[config.mk]
export PLATFORM = sky130hd
export DESIGN_NAME = led_display_row_fetch
export DESIGN_NICKNAME = d
export VERILOG_FILES = /design/src/rtl/led_display_row_fetch_pkg.sv /design/src/rtl/led_display_rd_pipe.sv /design/src/rtl/led_display_row_fetch.sv
export SDC_FILE = /design/constraint.sdc
export NUM_CORES = 2
export LEC_CHECK = 0
export BUFFER_PORTS_ARGS = -buffer_cell sky130_fd_sc_hd__buf_4
export CAP_MARGIN = 20
export CORE_MARGIN = 5
export CORE_UTILIZATION = 57
export DETAILED_ROUTE_END_ITERATION = 7
export PLACE_DENSITY = 0.8
export SYNTH_ARGS = -nofsm -noshare
export SYNTH_HDL_FRONTEND = slang
export SYNTH_SLANG_ARGS = --single-unit
export TNS_END_PERCENT = 10
[constraint.sdc]
create_clock -name clk_in -period 36.6 [get_ports clk_in]
set_input_delay 3.66 -clock clk_in [delete_from_list [all_inputs] [get_ports clk_in]]
set_output_delay 3.66 -clock clk_in [all_outputs]
set_load 0.01 [all_outputs]
[src/rtl/led_display_row_fetch_pkg.sv]
// Shared types and defaults for the LED display row loader.
package led_display_package;

  localparam int DEFAULT_ROW_WORDS  = 12;
  localparam int DEFAULT_ROW_COUNT  = 16;
  localparam int DEFAULT_RD_LATENCY = 2;

  typedef enum logic [1:0] {
    IDLE,
    ISSUE,
    DRAIN,
    HOLD
  } fetch_state_t;

  function automatic int row_width(input int word_w, input int row_words);
    return word_w * row_words;
  endfunction

endpackage

[src/rtl/led_display_rd_pipe.sv]
// RAM read-latency delay line: carries each strobe and its word index forward
// so the capture enable lines up exactly with the returning read data.
module led_display_rd_pipe #(
  parameter int RD_LATENCY = 2,
  parameter int IDX_W      = 4
) (
  input  logic             clk_in,
  input  logic             reset_in,
  input  logic             strobe_in,
  input  logic [IDX_W-1:0] index_in,
  output logic             capture_out,
  output logic [IDX_W-1:0] capture_index_out
);

  logic [RD_LATENCY-1:0] vld_reg;
  logic [IDX_W-1:0]      idx_reg [RD_LATENCY];

  always_ff @(posedge clk_in or posedge reset_in) begin
    if (reset_in) begin
      vld_reg <= '0;
      for (int i = 0; i < RD_LATENCY; i++) idx_reg[i] <= '0;
    end else begin
      vld_reg[0] <= strobe_in;
      idx_reg[0] <= index_in;
      for (int i = 1; i < RD_LATENCY; i++) begin
        vld_reg[i] <= vld_reg[i-1];
        idx_reg[i] <= idx_reg[i-1];
      end
    end
  end

  assign capture_out       = vld_reg[RD_LATENCY-1];
  assign capture_index_out = idx_reg[RD_LATENCY-1];

endmodule

[src/rtl/led_display_row_fetch.sv]
// Row loader: reads ROW_WORDS RAM words per scan row and presents the row over valid/ready.
// Define LED_ROW_FETCH_PREFETCH_EN to fetch the next row while the current one is held.
module led_display_row_fetch
  import led_display_package::*;
#(
  parameter int WORD_W     = 32,
  parameter int ROW_WORDS  = DEFAULT_ROW_WORDS,
  parameter int ROW_COUNT  = DEFAULT_ROW_COUNT,
  parameter int RD_LATENCY = DEFAULT_RD_LATENCY,
  parameter int ADDR_W     = 32
) (
  input  logic                                   clk_in,
  input  logic                                   reset_in,
  input  logic                                   enable_in,
  input  logic [ADDR_W-1:0]                      frame_base_in,
  output logic                                   ram_rd_en_out,
  output logic [ADDR_W-1:0]                      ram_address_out,
  input  logic [WORD_W-1:0]                      ram_rdata_in,
  output logic [row_width(WORD_W,ROW_WORDS)-1:0] row_out,
  output logic [$clog2(ROW_COUNT)-1:0]           row_address_out,
  output logic                                   row_valid_out,
  input  logic                                   row_ready_in,
  output logic                                   frame_start_out,
  output logic                                   frame_end_out
);

  localparam int ROW_BITS = row_width(WORD_W, ROW_WORDS);
  localparam int IDX_W    = $clog2(ROW_WORDS);
  localparam int RA_W     = $clog2(ROW_COUNT);
  localparam logic [IDX_W-1:0] LAST_IDX = IDX_W'(ROW_WORDS - 1);
  localparam logic [RA_W-1:0]  LAST_ROW = RA_W'(ROW_COUNT - 1);
`ifdef LED_ROW_FETCH_PREFETCH_EN
  localparam bit PREFETCH = 1'b1;
`else
  localparam bit PREFETCH = 1'b0;
`endif

  fetch_state_t        state_reg, state_next;
  logic [IDX_W-1:0]    word_cnt_reg;
  logic [RA_W-1:0]     fetch_row_reg, row_addr_reg;
  logic [ADDR_W-1:0]   base_reg, addr_reg, base_sel, start_addr;
  logic [ROW_BITS-1:0] fill_reg, fill_next, row_reg;
  logic                valid_reg, start_reg, end_reg;
  logic                capture;
  logic [IDX_W-1:0]    capture_idx;
  logic                fill_done, transfer, can_load, issue_start, load_row, row_advance;

  led_display_rd_pipe #(
    .RD_LATENCY(RD_LATENCY),
    .IDX_W     (IDX_W)
  ) u_rd_pipe (
    .clk_in           (clk_in),
    .reset_in         (reset_in),
    .strobe_in        (ram_rd_en_out),
    .index_in         (word_cnt_reg),
    .capture_out      (capture),
    .capture_index_out(capture_idx)
  );

  assign transfer   = valid_reg & row_ready_in;
  assign fill_done  = capture & (capture_idx == LAST_IDX);
  assign can_load   = !valid_reg || transfer;
  // Row 0 uses the live base so the latch and the first address agree in the same cycle.
  assign base_sel   = (fetch_row_reg == '0) ? frame_base_in : base_reg;
  assign start_addr = base_sel + ADDR_W'(fetch_row_reg) * ADDR_W'(ROW_WORDS);

  // Word k sits at the MSB end for k=0; the returning word is merged in flight so
  // the final word can be handed to the presented row in the same cycle it lands.
  for (genvar gi = 0; gi < ROW_WORDS; gi++) begin : g_word
    localparam int HI = (ROW_WORDS - gi) * WORD_W - 1;
    assign fill_next[HI -: WORD_W] = (capture && capture_idx == IDX_W'(gi))
                                     ? ram_rdata_in : fill_reg[HI -: WORD_W];
  end

  always_comb begin
    state_next  = state_reg;
    issue_start = 1'b0;
    load_row    = 1'b0;
    case (state_reg)
      IDLE: begin
        if (enable_in && (PREFETCH || !valid_reg)) begin
          state_next  = ISSUE;
          issue_start = 1'b1;
        end
      end
      ISSUE: begin
        if (word_cnt_reg == LAST_IDX) state_next = DRAIN;
      end
      DRAIN: begin
        if (fill_done) begin
          if (!PREFETCH) begin
            load_row   = 1'b1;
            state_next = HOLD;
          end else if (can_load) begin
            load_row   = 1'b1;
            state_next = IDLE;
          end else begin
            state_next = HOLD;
          end
        end
      end
      HOLD: begin
        // Prefetch: completed fill waits here for the presented slot to free up.
        if (PREFETCH) begin
          if (can_load) begin
            load_row   = 1'b1;
            state_next = IDLE;
          end
        end else if (transfer) begin
          state_next = IDLE;
        end
      end
      default: state_next = IDLE;
    endcase
  end

  assign row_advance = PREFETCH ? load_row : ((state_reg == HOLD) && transfer);

  always_ff @(posedge clk_in or posedge reset_in) begin
    if (reset_in) begin
      state_reg     <= IDLE;
      word_cnt_reg  <= '0;
      fetch_row_reg <= '0;
      base_reg      <= '0;
      addr_reg      <= '0;
      fill_reg      <= '0;
      row_reg       <= '0;
      row_addr_reg  <= '0;
      valid_reg     <= 1'b0;
      start_reg     <= 1'b0;
      end_reg       <= 1'b0;
    end else begin
      state_reg <= state_next;
      if (issue_start) begin
        word_cnt_reg <= '0;
        addr_reg     <= start_addr;
        if (fetch_row_reg == '0) base_reg <= frame_base_in;
      end else if (state_reg == ISSUE) begin
        word_cnt_reg <= word_cnt_reg + 1'b1;
        addr_reg     <= addr_reg + 1'b1;
      end
      if (capture) fill_reg <= fill_next;
      if (load_row) begin
        row_reg      <= fill_next;
        row_addr_reg <= fetch_row_reg;
        start_reg    <= (fetch_row_reg == '0);
        end_reg      <= (fetch_row_reg == LAST_ROW);
      end
      if (load_row)      valid_reg <= 1'b1;
      else if (transfer) valid_reg <= 1'b0;
      if (row_advance) fetch_row_reg <= fetch_row_reg + 1'b1;
    end
  end

  assign ram_rd_en_out   = (state_reg == ISSUE);
  assign ram_address_out = addr_reg;
  assign row_out         = row_reg;
  assign row_address_out = row_addr_reg;
  assign row_valid_out   = valid_reg;
  assign frame_start_out = valid_reg & start_reg;
  assign frame_end_out   = valid_reg & end_reg;

endmodule

==> metrics <==
Synth top cells by count=dfrtp_1, mux2_2, nand2_1; synthesized area per cell=between 15 and 20 um2; FF-to-FF setup slack=between 30 and 40 ns; final count of negative-setup-slack endpoints=0; synth top area cells=dfrtp_1, mux2_2, mux2_1; total number of vias=20100; First-pass DRT Iterations=5; hold path startpoint=u_rd_pipe.idx_reg[6]; Clock Skew=about 0.015 ns; top-count cell post-synth=dfrtp_1; largest net degree at the start of global routing=180; leak pwr=~0.018 uW; Peak Freq=around 160 MHz; CTS Hold Buffers Added=0; status=finished clean; crit path cell chain=buf_4 > inv_8 > buf_4 > buf_4 > buf_16 > buf_4; worst path bufs/invs=6; 1st-iter DRT viols=~1200; Crit path arrival time=roughly 6.7 ns; Worst-Margin Slew=1.10 ns; Slowest-stage cell, CP=buf_4; via/cell ratio=between 5 and 6; Critical Path End Type=async pin; core footprint=between 50000 and 60000 um2; Final Hold Viols=0; hold endpoint=u_rd_pipe.capture_index_out[2]; final wirelength=around 83000 um; total die area=62700 um2; clk slew on worst S/H paths=about 0.060 ns; clk buf depth=3; reg2reg path depth=7; Max-slew headroom=0.267; hold path depth=0; Port-buffer cells=between 400 and 500; total negative slack=0 ns; CTS Buf Count=between 80 and 90; die height=around 250 um; CTS Sinks=827; Die Span X=~250 um; first-pass GRT wire length=around 130000 um; Worst setup SP type=input pin; post-DP HPWL=approximately 54000 um; max reg flops=around 380; most frequent CP cell=buf_4; synth warn=0; Final period util=0.166; Area Overhead vs Synth=21.8%; initial antenna violation count=1; RSZ-0062 raised after global routing=false; Worst path max stage delay=~0.8 ns; Slew Viols, Final=0; Residual DRC=0; Total GRT Usage=0.259; H-tree levels=3; num rows=a little under 90; share of the synthesized area in the top cell type=0.628; grt total ovfl=0; Post-synth EDFFs=0; vias in the first global route=between 20000 and 25000; #FFs+latches synth=between 800 and 900; clock latency at the later pin of the worst-skew pair=between 0.6 and 0.7 ns; Distinct cells, synth=between 60 and 70; PD cells=73.2 nW/um2; Final min period=6.08 ns; register area share after synthesis=0.628; Hold Crit Class=reg2reg; CTS Root Cell=clkbuf_16; Most used DFF post-synth=dfrtp_1; Resized cells post-CTS=0; number of I/O pins=roughly 500; syn_nets=~2300; Reg-to-Reg Start=u_rd_pipe.capture_index_out[2]; Final nets=between 2000 and 3000; initial core utilization=0.573; CTS tree=done; Max FO, Critical Path=131; Post-Syn Area=around 33000 um2; Worst IR Drop VDD=~0.049 mV; Layout Utilization=0.698; R2R Path End=row_out[306]; delay-heaviest family, CP=buffers and inverters; Worst Setup Path Type=in2async; max cap viols=0; CP Data Required Time=~37 ns; Synth area leader=dfrtp_1; ANT nets after route=0; Post-Synthesis Cells=2190; postcts setup bufs=0; Wirelength per Cell=23.7 um; Final Wtd Congestion=a little under 0.9; share of layout cells above drive strength 1=0.519; ys async rst share=1.00
[report_power, final]
| part | switching, uW | leakage [uW] | internal, uW |
|---|---|---|---|
| logic | 342 | 0.00683 | 388 |
| registers | 141 | 0.00975 | 1220 |
| clock network | 349 | 0.00137 | 500 |
| total | 832 | 0.0179 | 2110 |
[cells by family after synthesis]
family | after synthesis | synth area share
adders and majority gates | 20 | 0.00805
DFF | 827 | 0.628
xor gates and xnor gates | 55 | 0.0146
and+or+nand+nor | 262 | 0.0417
muxes | 789 | 0.269
buffers and inverters | 152 | 0.0209
AOI/OAI and AO/OA | 85 | 0.0177
[worst max-delay path by stage]
stage          startpoint            end  cells after the start
4_1_cts          reset_in  fill_reg[380]                      5
3_5_place_dp     reset_in  fill_reg[245]                      5
6_report         reset_in  fill_reg[248]                      6
5_1_grt          reset_in  fill_reg[284]                      6
2_1_floorplan    reset_in    base_reg[0]                      1
3_3_place_gp     reset_in  fill_reg[245]                      5
[per-stage QoR]
step / worst slack, ns / total power (uW) / cells / area (um2) / hold WS, ns
final: 30.52 / 2940 / 3494 / 40100 / 0.344
after global routing: 30.01 / 3080 / 3494 / 40100 / 0.355
after global placement: 29.54 / 2050 / 3339 / 37300 / 0.333
after CTS: 30.07 / 2960 / 3490 / 40000 / 0.343
after detailed placement: 29.40 / 2100 / 3339 / 37300 / 0.335
after floorplan: 9.71 / 1790 / 2190 / 32900 / 0.331
[per-layer routing]
metal | global-route usage | part of all wire | vias up
li1 | - | - | 8661
met1 | 0.353 | 0.42 | 10700
met2 | 0.428 | 0.49 | 626
met3 | 0.0492 | 0.061 | 120
met4 | 0.0809 | 0.028 | 0
met5 | 0 | 0 | -
[layout make-up]
type / instances / area, um2
flip-flops and latches: 827 / 20700
repair buffers: 522 / 3990
inverters: 17 / 71.3
clock buffers: 119 / 2430
well taps: 765 / 957
clock inverters: 32 / 344
multi-input cells: 1211 / 11600
diodes: 1 / 2.50
fillers: 3856 / 17400
[cell usage in the layout, fill, tap and decap left out, types with 18 or more instances in the layout]
cell,n
dfrtp_1,827
mux2_2,716
buf_4,518
nand2_1,88
clkbuf_16,84
mux2_1,47
nor2_1,44
xnor2_1,32
o21ai_0,32
nand4_1,32
mux2i_1,26
xor2_1,23
nand3_1,22
clkbuf_8,20
ha_1,18
Note: power is estimated with default switching activity, not from simulation.
